<file path="config.mk">
export PLATFORM = sky130hd
export DESIGN_NAME = prbs_gen_flat
export DESIGN_NICKNAME = d
export VERILOG_FILES = /design/src/rtl/prbs_gen_if.sv /design/src/rtl/prbs_gen.sv /design/src/flat_wrapper.sv
export SDC_FILE = /design/constraint.sdc
export NUM_CORES = 1
export LEC_CHECK = 0
export BUFFER_PORTS_ARGS = -buffer_cell sky130_fd_sc_hd__buf_2
export CORE_UTILIZATION = 30
export CTS_CLUSTER_DIAMETER = 40
export DETAILED_ROUTE_END_ITERATION = 12
export SYNTH_ARGS = -nofsm -noshare
export SYNTH_HDL_FRONTEND = slang
export SYNTH_SLANG_ARGS = --single-unit
</file>
<file path="constraint.sdc">
create_clock -name clk -period 13.8 [get_ports clk]
set_input_delay 2.76 -clock clk [delete_from_list [all_inputs] [get_ports clk]]
set_output_delay 2.76 -clock clk [all_outputs]
set_load 0.02 [all_outputs]
</file>
<file path="src/rtl/prbs_gen_if.sv">
// Word stream leaving the PRBS generator: valid/ready handshake with data and start-of-period flag.
interface prbs_gen_if #(
    parameter int WIDTH = 8
);
    logic             out_valid;
    logic             out_ready;
    logic [WIDTH-1:0] out_data;
    logic             out_sop;

    modport master (output out_valid, output out_data, output out_sop, input out_ready);
    modport slave  (input out_valid, input out_data, input out_sop, output out_ready);
endinterface

</file>
<file path="src/rtl/prbs_gen.sv">
// Fibonacci LFSR pseudo-random word generator: WIDTH serial steps unrolled per cycle,
// with a period-position counter that flags words containing bit index 0 of the sequence.
module prbs_gen #(
    parameter int LEN   = 15,
    parameter int WIDTH = 8
) (
    input  logic           clk,
    input  logic           rst,
    input  logic           start,
    input  logic           stop,
    input  logic           seed_load,
    input  logic [LEN-1:0] seed_in,
    output logic           seed_zero,
    output logic           busy,
    prbs_gen_if.master     out
);

    // Tap t of the polynomial maps to mask bit t-1.
    function automatic logic [15:0] tap_mask(input int n);
        case (n)
            2:       tap_mask = 16'h0003;
            3:       tap_mask = 16'h0006;
            4:       tap_mask = 16'h000C;
            5:       tap_mask = 16'h0014;
            6:       tap_mask = 16'h0030;
            7:       tap_mask = 16'h0048;
            8:       tap_mask = 16'h00B8;
            9:       tap_mask = 16'h0110;
            10:      tap_mask = 16'h0240;
            11:      tap_mask = 16'h0500;
            12:      tap_mask = 16'h0CA0;
            13:      tap_mask = 16'h1B00;
            14:      tap_mask = 16'h3088;
            15:      tap_mask = 16'h6000;
            16:      tap_mask = 16'hD008;
            default: tap_mask = 16'h0000;
        endcase
    endfunction

    localparam logic [15:0]    TAP16   = tap_mask(LEN);
    localparam logic [LEN-1:0] TAPS    = TAP16[LEN-1:0];
    localparam int             PER     = (1 << LEN) - 1;
    localparam int             SOP_LIM = PER - WIDTH;
    localparam int             AW      = LEN + 5;

    function automatic logic [WIDTH+LEN-1:0] gen_word(input logic [LEN-1:0] s);
        logic [LEN-1:0]   st;
        logic [WIDTH-1:0] w;
        st = s;
        w  = '0;
        for (int i = 0; i < WIDTH; i++) begin
            w[WIDTH-1-i] = st[LEN-1];
            st = {st[LEN-2:0], ^(st & TAPS)};
        end
        return {w, st};
    endfunction

    // Modular add of WIDTH; WIDTH may exceed a short period, so subtract repeatedly.
    function automatic logic [LEN-1:0] per_adv(input logic [LEN-1:0] p);
        logic [AW-1:0] acc;
        acc = {5'b0, p} + AW'(WIDTH);
        for (int i = 0; i < 6; i++) begin
            if (acc >= AW'(PER))
                acc = acc - AW'(PER);
        end
        return acc[LEN-1:0];
    endfunction

    function automatic logic sop_of(input logic [LEN-1:0] p);
        logic signed [LEN:0] ps;
        ps = $signed({1'b0, p});
        return (p == '0) || (ps > SOP_LIM);
    endfunction

    typedef enum logic [1:0] {IDLE, RUN, DRAIN} state_t;

    state_t           state_q, state_d;
    logic [LEN-1:0]   lfsr_q, lfsr_d, lfsr_nxt;
    logic [LEN-1:0]   per_q, per_d;
    logic [WIDTH-1:0] word_nxt;
    logic [WIDTH-1:0] data_p0, data_d;
    logic             sop_p0, sop_d;
    logic             vld_p0, vld_d;
    logic             zero_q, zero_d;
    logic             gen;

    assign {word_nxt, lfsr_nxt} = gen_word(lfsr_q);

    always_comb begin
        state_d = state_q;
        lfsr_d  = lfsr_q;
        per_d   = per_q;
        data_d  = data_p0;
        sop_d   = sop_p0;
        vld_d   = vld_p0;
        zero_d  = 1'b0;
        gen     = 1'b0;
        if (seed_load) begin
            lfsr_d  = (seed_in == '0) ? '1 : seed_in;
            zero_d  = (seed_in == '0);
            per_d   = '0;
            vld_d   = 1'b0;
            state_d = IDLE;
        end else begin
            unique case (state_q)
                IDLE: begin
                    if (start) begin
                        gen     = 1'b1;
                        state_d = RUN;
                    end
                end
                RUN: begin
                    if (vld_p0 && out.out_ready) begin
                        if (stop) begin
                            vld_d   = 1'b0;
                            state_d = IDLE;
                        end else begin
                            gen = 1'b1;
                        end
                    end else if (stop) begin
                        state_d = DRAIN;
                    end
                end
                DRAIN: begin
                    if (vld_p0 && out.out_ready) begin
                        vld_d   = 1'b0;
                        state_d = IDLE;
                    end
                end
                default: state_d = IDLE;
            endcase
            if (gen) begin
                lfsr_d = lfsr_nxt;
                per_d  = per_adv(per_q);
                data_d = word_nxt;
                sop_d  = sop_of(per_q);
                vld_d  = 1'b1;
            end
        end
    end

    // Output word register stage
    always_ff @(posedge clk or posedge rst) begin
        if (rst) begin
            state_q <= IDLE;
            lfsr_q  <= '1;
            per_q   <= '0;
            data_p0 <= '0;
            sop_p0  <= 1'b0;
            vld_p0  <= 1'b0;
            zero_q  <= 1'b0;
        end else begin
            state_q <= state_d;
            lfsr_q  <= lfsr_d;
            per_q   <= per_d;
            data_p0 <= data_d;
            sop_p0  <= sop_d;
            vld_p0  <= vld_d;
            zero_q  <= zero_d;
        end
    end

    assign out.out_valid = vld_p0;
    assign out.out_data  = data_p0;
    assign out.out_sop   = sop_p0;
    assign seed_zero     = zero_q;
    assign busy          = (state_q != IDLE);

endmodule

</file>
<file path="src/flat_wrapper.sv">
// flat-port wrapper written by rule: the top's interface ports become plain ports
module prbs_gen_flat 
#(
    parameter int LEN   = 15,
    parameter int WIDTH = 8
)
  (clk, rst, start, stop, seed_load, seed_in, seed_zero, busy, out_out_valid, out_out_data, out_out_sop, out_out_ready);
  prbs_gen_if #(.WIDTH(WIDTH)) out_i ();
  input  logic clk;
  input  logic rst;
  input  logic start;
  input  logic stop;
  input  logic seed_load;
  input  logic [LEN-1:0] seed_in;
  output logic seed_zero;
  output logic busy;
  output wire logic [$bits(out_i.out_valid)-1:0] out_out_valid;
  output wire logic [$bits(out_i.out_data)-1:0] out_out_data;
  output wire logic [$bits(out_i.out_sop)-1:0] out_out_sop;
  input wire logic [$bits(out_i.out_ready)-1:0] out_out_ready;
  assign out_out_valid = out_i.out_valid;
  assign out_out_data = out_i.out_data;
  assign out_out_sop = out_i.out_sop;
  assign out_i.out_ready = out_out_ready;
  prbs_gen #(.LEN(LEN), .WIDTH(WIDTH)) u_core (.clk(clk), .rst(rst), .start(start), .stop(stop), .seed_load(seed_load), .seed_in(seed_in), .seed_zero(seed_zero), .busy(busy), .out(out_i));
endmodule
</file>
**After elaboration in Yosys (flattened, before gate mapping)**

Index checks and enable logic that the tools add are counted.

- Add/subtract/negate cells: 7
- Magnitude comparators: 7
- Equality and inequality tests: 8
- Multiplexer cells: 40
- Bitwise operators: 1
- Reduce and logical (&&, ||, !) cells: 19

Operators by type and width:

| cell | number |
|---|---|
| $mux 20 | 15 |
| $ge 20x15->1 const B | 6 |
| $reduce_xor 15->1 | 8 |
| $sub 20x15->20 const B | 5 |
| $mux 15 | 6 |
| $logic_not 15->1 | 2 |
| $add 15x4->16 const B | 1 |
| $gt 15x15->1 const B | 1 |
| $sub 15x15->15 const B | 1 |
| $mux 2 | 6 |
| $mux 1 | 10 |
| $ne 4x2->1 const B | 2 |
| $ne 3x3->1 const B | 2 |
| $pmux 2 s3 | 1 |
| $ne 4x3->1 const B | 1 |
| $pmux 1 s2 | 2 |
| $reduce_and 4->1 | 1 |
| $reduce_bool 2->1 | 2 |
| $reduce_bool 4->1 | 1 |
| $ne 3x2->1 const B | 1 |
| $reduce_and 3->1 | 1 |
| $eq 2x1->1 const B | 1 |
| $eq 2x2->1 const B | 1 |
| $logic_not 2->1 | 1 |
| other kinds (4) | 4 |

- Bits in registers: 43
- Bits of input ports: 21
- Output and inout port bits: 12
- Word-level logic and storage cells: 89

**Longest topological paths before layout**

- Word-level depth: 26
- Depth in mapped cells: 40
- Depth with buffers taken out: 37

**Least setup slack after synthesis**

OpenSTA, ideal clock, no wires.

- Path type: register -> register
- Start point: register u_core.per_q[3]
- End point: register u_core.per_q[5]
- Setup time: 122 ps
- Arrival: 8191 ps
- Data required time: 13678 ps
- Slack: 5487 ps
- Cell stages (with the launch flop): 40
- Buffers on the path: 3
- Clock period less this slack: 8313 ps
- Cell sequence: dfrtp_1 buf_2 inv_1 ha_1 or2_2 a21o_1 or3_4 nor2_1 o21ai_0 nand2_1 ha_1 o211a_1 buf_6 a21o_1 mux2_2 ha_1 o211a_1 and4_4 [... 4 more ...] ha_1 nand4_1 nor3_2 a21oi_2 mux2_2 ha_1 nand2_1 nor3_1 nor4b_4 nor2_2 xnor2_1 ha_1 inv_1 or4_1 nor2_2 nand3_1 a21bo_1 a32o_1

- Word-level cells in the longest chain between the ends: 25
- Elaborated cells on any way between the ends: 31
- Those cells by class: add/sub (7); order compare (6); mux (18)

RTL lines:

| element | RTL line | RTL |
|---|---|---|
| start: declaration | prbs_gen.sv:79 | `logic [LEN-1:0] per_q, per_d;` |
| start signal: assignment | prbs_gen.sv:155 | `per_q <= per_d;` |
| $add 15x4->16 (*) | prbs_gen.sv:61 | `acc = {5'b0, p} + AW'(WIDTH);` |
| $sub 20x15->20 or $ge 20x15->1 (tied branches) | prbs_gen.sv:64, prbs_gen.sv:63 |  |
| $mux 20 (*) | prbs_gen.sv:63 | `if (acc >= AW'(PER))` |
| $mux 20 (*) | prbs_gen.sv:132 | `if (gen) begin` |
| $mux 20 (*) | prbs_gen.sv:98 | `if (seed_load) begin` |
| $sub 20x15->20 or $ge 20x15->1 (tied branches) | prbs_gen.sv:64, prbs_gen.sv:63 |  |
| $mux 20 (*) | prbs_gen.sv:63 |  |
| $mux 20 (*) | prbs_gen.sv:132 |  |
| [... 9 more ...] | n/a |  |
| $sub 20x15->20 or $ge 20x15->1 (tied branches) | prbs_gen.sv:64, prbs_gen.sv:63 |  |
| $mux 20 (*) | prbs_gen.sv:63 |  |
| $mux 20 (*) | prbs_gen.sv:132 |  |
| $mux 20 (*) | prbs_gen.sv:98 |  |
| $ge 20x15->1 or $sub 15x15->15 (tied branches) | prbs_gen.sv:63, prbs_gen.sv:64 |  |
| $mux 15 (*) | prbs_gen.sv:63 |  |
| $mux 15 (*) | prbs_gen.sv:132 |  |
| $mux 15 (*) | prbs_gen.sv:98 |  |

Every way passes the cells marked *; elsewhere a longest branch is shown, timed or not. The select of a mux whose other input is x is not followed.
A chain may end at the register's enable or synchronous reset.

**Worst setup path in the final report**

Same ends and word-level chain as after synthesis.

==> impl_metrics.env <==
export IMPL_post_dp_hpwl_um=9660
export IMPL_ys_warn_count=0
export IMPL_overflow=0
export IMPL_leakage_nw=1.79
export IMPL_drc_errors=0
export IMPL_instances_no_fill=759
export IMPL_finalHoldViolCount=0
export IMPL_area_growth_pct=8.65
export IMPL_cts_max_level=2
export IMPL_synthArstFlopShare_pct=100
export IMPL_setup_viol=0
export IMPL_route_vias_total=4424
export IMPL_slowest_delay_ns=0.62
export IMPL_clk_path_buf_depth=2
export IMPL_worstSetupPathType="register to register"
export IMPL_path_clk_slew_ns=0.06
export IMPL_intPower_mw=0.246
export IMPL_ys_seq_area_share_pct=24.8
export IMPL_cts_resized=0
export IMPL_synthFlopType="dfrtp_1"
export IMPL_fmax_ghz=0.0978
export IMPL_avgViaCountPerCell=5.83
export IMPL_ir_worst_vdd_mv=0.0861
export IMPL_initial_utilization_pct=31.3
export IMPL_syn_area_per_cell_um2=7.73
export IMPL_coreArea_mm2=0.0141
export IMPL_die_h_um=123
export IMPL_grt_pass1_vias=4032
export IMPL_grt_usage_pct=17.1
export IMPL_cts_sinks=43
export IMPL_cp_required_ns=13.97
export IMPL_grt_max_degree=44
export IMPL_synth_distinct_cells=89
export IMPL_grt_setup_unrepaired="no"
export IMPL_die_area_mm2=0.0152
export IMPL_p_clk_share_pct=31.2
export IMPL_switchingPower_mw=0.120
export IMPL_end_kind="register"
export IMPL_die_w_um=123
export IMPL_p_comb_share_pct=25.4
export IMPL_place_gp_congestion=0.949
export IMPL_setup_tns_ns=0
export IMPL_skew_ns=0.00315
export IMPL_num_rows=43
export IMPL_antenna_found_initial=0
export IMPL_place_inst=751
export IMPL_outcome="complete, no violations"
export IMPL_postCtsHoldBufs=0
export IMPL_synth_edff_count=0
export IMPL_num_antenna_cells=0
export IMPL_cts_tree="yes"
export IMPL_syn_area_mm2=0.00441
export IMPL_final_nets=609
export IMPL_drtPass1Iterations=5
export IMPL_ant_nets=0
export IMPL_slew_violations=0
export IMPL_wire_per_inst_um=16.6
export IMPL_cp_slowest_cell="dfrtp_1"
export IMPL_drt_first_iter_violations=372
export IMPL_final_cell_mix="nand2_1 (68), o21ai_0 (52), nor2_1 (48)"
export IMPL_io_buffers=32
export IMPL_fin_crit_ns=10.23
export IMPL_final_common_cell="nand2_1"
export IMPL_worst_path_most_repeated_cell="ha_1"
export IMPL_cp_arrival_ns=10.40
export IMPL_layout_drive_gt1_share_pct=17.3
export IMPL_relSlewSlack_pct=29.3
export IMPL_cellPowerDensity_mw_per_mm2=76.2
export IMPL_switching_share_pct=32.8
export IMPL_dp_slack_ns=3.80
export IMPL_cp_start_kind="register"
export IMPL_ys_seq_elements=43
export IMPL_grt_pass1_wl_um=20700
export IMPL_setup_ws_ns=3.57
export IMPL_cts_setup_buffers=0
export IMPL_fill_cells=1495
export IMPL_hold_depth=2
export IMPL_pin_count=33
export IMPL_seq_power_share_pct=43.4
export IMPL_cts_buffers=5
export IMPL_routed_wl_um=12600
export IMPL_synth_net_count=602
export IMPL_synthCells=571
export IMPL_cts_root_buf="clkbuf_16"
export IMPL_insertion_delay_ns=0.28
export IMPL_worst_pin_slew_ns=1.06
export IMPL_finalCritPeriodShare_pct=74.1
export IMPL_crit_fanout=17
export IMPL_worst_r2r_path_depth=37
export IMPL_hold_class="register to register"
export IMPL_drv_cap=0
## per-stage QoR
step           util, %  power, mW  hold slack [ns]  cell area [µm²]
3_5_place_dp      33.0      0.253            0.463             4650
5_1_grt           34.0      0.386            0.506             4790
3_3_place_gp      33.0      0.253            0.459             4650
6_report          34.0      0.365            0.479             4790
4_1_cts           34.0      0.368            0.481             4790
2_1_floorplan        -      0.225            0.463             4410
## worst paths after layout
check / startpoint / slack (ns) / endpoint
hold / removal: u_core.out.out_data[2] / 0.48 / u_core.out.out_data[2]
setup / recovery: u_core.per_q[3] / 3.57 / u_core.per_q[5]
min in group asynchronous: rst / 2.60 / u_core.per_q[8]
max in group asynchronous: rst / 10.82 / u_core.lfsr_q[13]
setup reg to reg: u_core.per_q[3] / 3.57 / u_core.per_q[5]
hold reg to reg: u_core.out.out_data[2] / 0.48 / u_core.out.out_data[2]
## cells by family after synthesis
kind of cell / count (synthesis) / synth area share (%)
simple gates: 265 / 33.6
compound gates: 173 / 27.7
buf+inv: 52 / 5.22
flops: 43 / 24.8
xor+xnor: 21 / 4.17
fa+ha+maj: 10 / 2.84
mux: 7 / 1.73
## layout make-up
class / count / area (µm²) / area share [%]
Multi-Input combinational cell: 476 / 3090 / 64.5
Sequential cell: 43 / 1090 / 22.8
Tap cell: 180 / 225 / 4.70
Timing Repair Buffer: 34 / 175 / 3.65
Clock buffer: 5 / 125 / 2.61
Inverter: 18 / 67.6 / 1.41
Clock inverter: 3 / 15.0 / 0.313
## Yosys cell counts (12+ instances only)
| master | number | area share, % |
|---|---|---|
| nor2_1 | 48 | 4.1 |
| nor2b_1 | 13 | 1.8 |
| a21oi_1 | 26 | 2.9 |
| o211ai_1 | 12 | 2.0 |
| nand4_1 | 18 | 2.6 |
| dfstp_2 | 15 | 8.9 |
| nand3_1 | 15 | 1.7 |
| xnor2_1 | 16 | 3.2 |
| inv_1 | 18 | 1.5 |
| nor4_1 | 12 | 1.7 |
| nor3_1 | 16 | 1.8 |
| dfrtp_1 | 28 | 16 |
| a211oi_1 | 12 | 2.0 |
| o21ai_0 | 52 | 5.9 |
| clkbuf_1 | 20 | 1.7 |
| nand2_1 | 68 | 5.8 |
## per-layer routing
metal	vias up	GRT usage [%]	wire, µm	part of all wire, %
met5	-	0	0	0
met4	0	6.33	340	2.7
met3	27	1.85	647	5.1
met2	179	28.0	5960	47
met1	2078	23.2	5620	45
li1	2140	-	-	-
## critical path, delay by kind of cell, from the launching register on
| kind | cells | cell delay [ns] |
|---|---|---|
| adder cells (fa/ha/maj) | 6 | 1.95 |
| buffers and inverters | 4 | 0.36 |
| AO/OA/AOI/OAI | 8 | 2.13 |
| AND/OR/NAND/NOR | 13 | 3.42 |
| XOR/XNOR | 6 | 1.62 |
| flip-flops | 1 | 0.62 |
## power by group through the flow
stage	logic (mW)	registers, mW	clock network [mW]
finish	0.0930	0.159	0.114
global route	0.103	0.161	0.122
CTS	0.0932	0.159	0.116
detailed placement	0.0928	0.160	0
global placement	0.0934	0.160	0
floorplan	0.0612	0.164	0
## state kept, by name (all words and copies together), names as in the netlist
signal,count
u_core.seed_zero,1
u_core.lfsr_q,15
u_core.state_q,2
u_core.out.out_data,8
u_core.out.out_sop,1
u_core.out.out_valid,1
u_core.per_q,15
No activity file was read; power rests on OpenSTA's default activity.
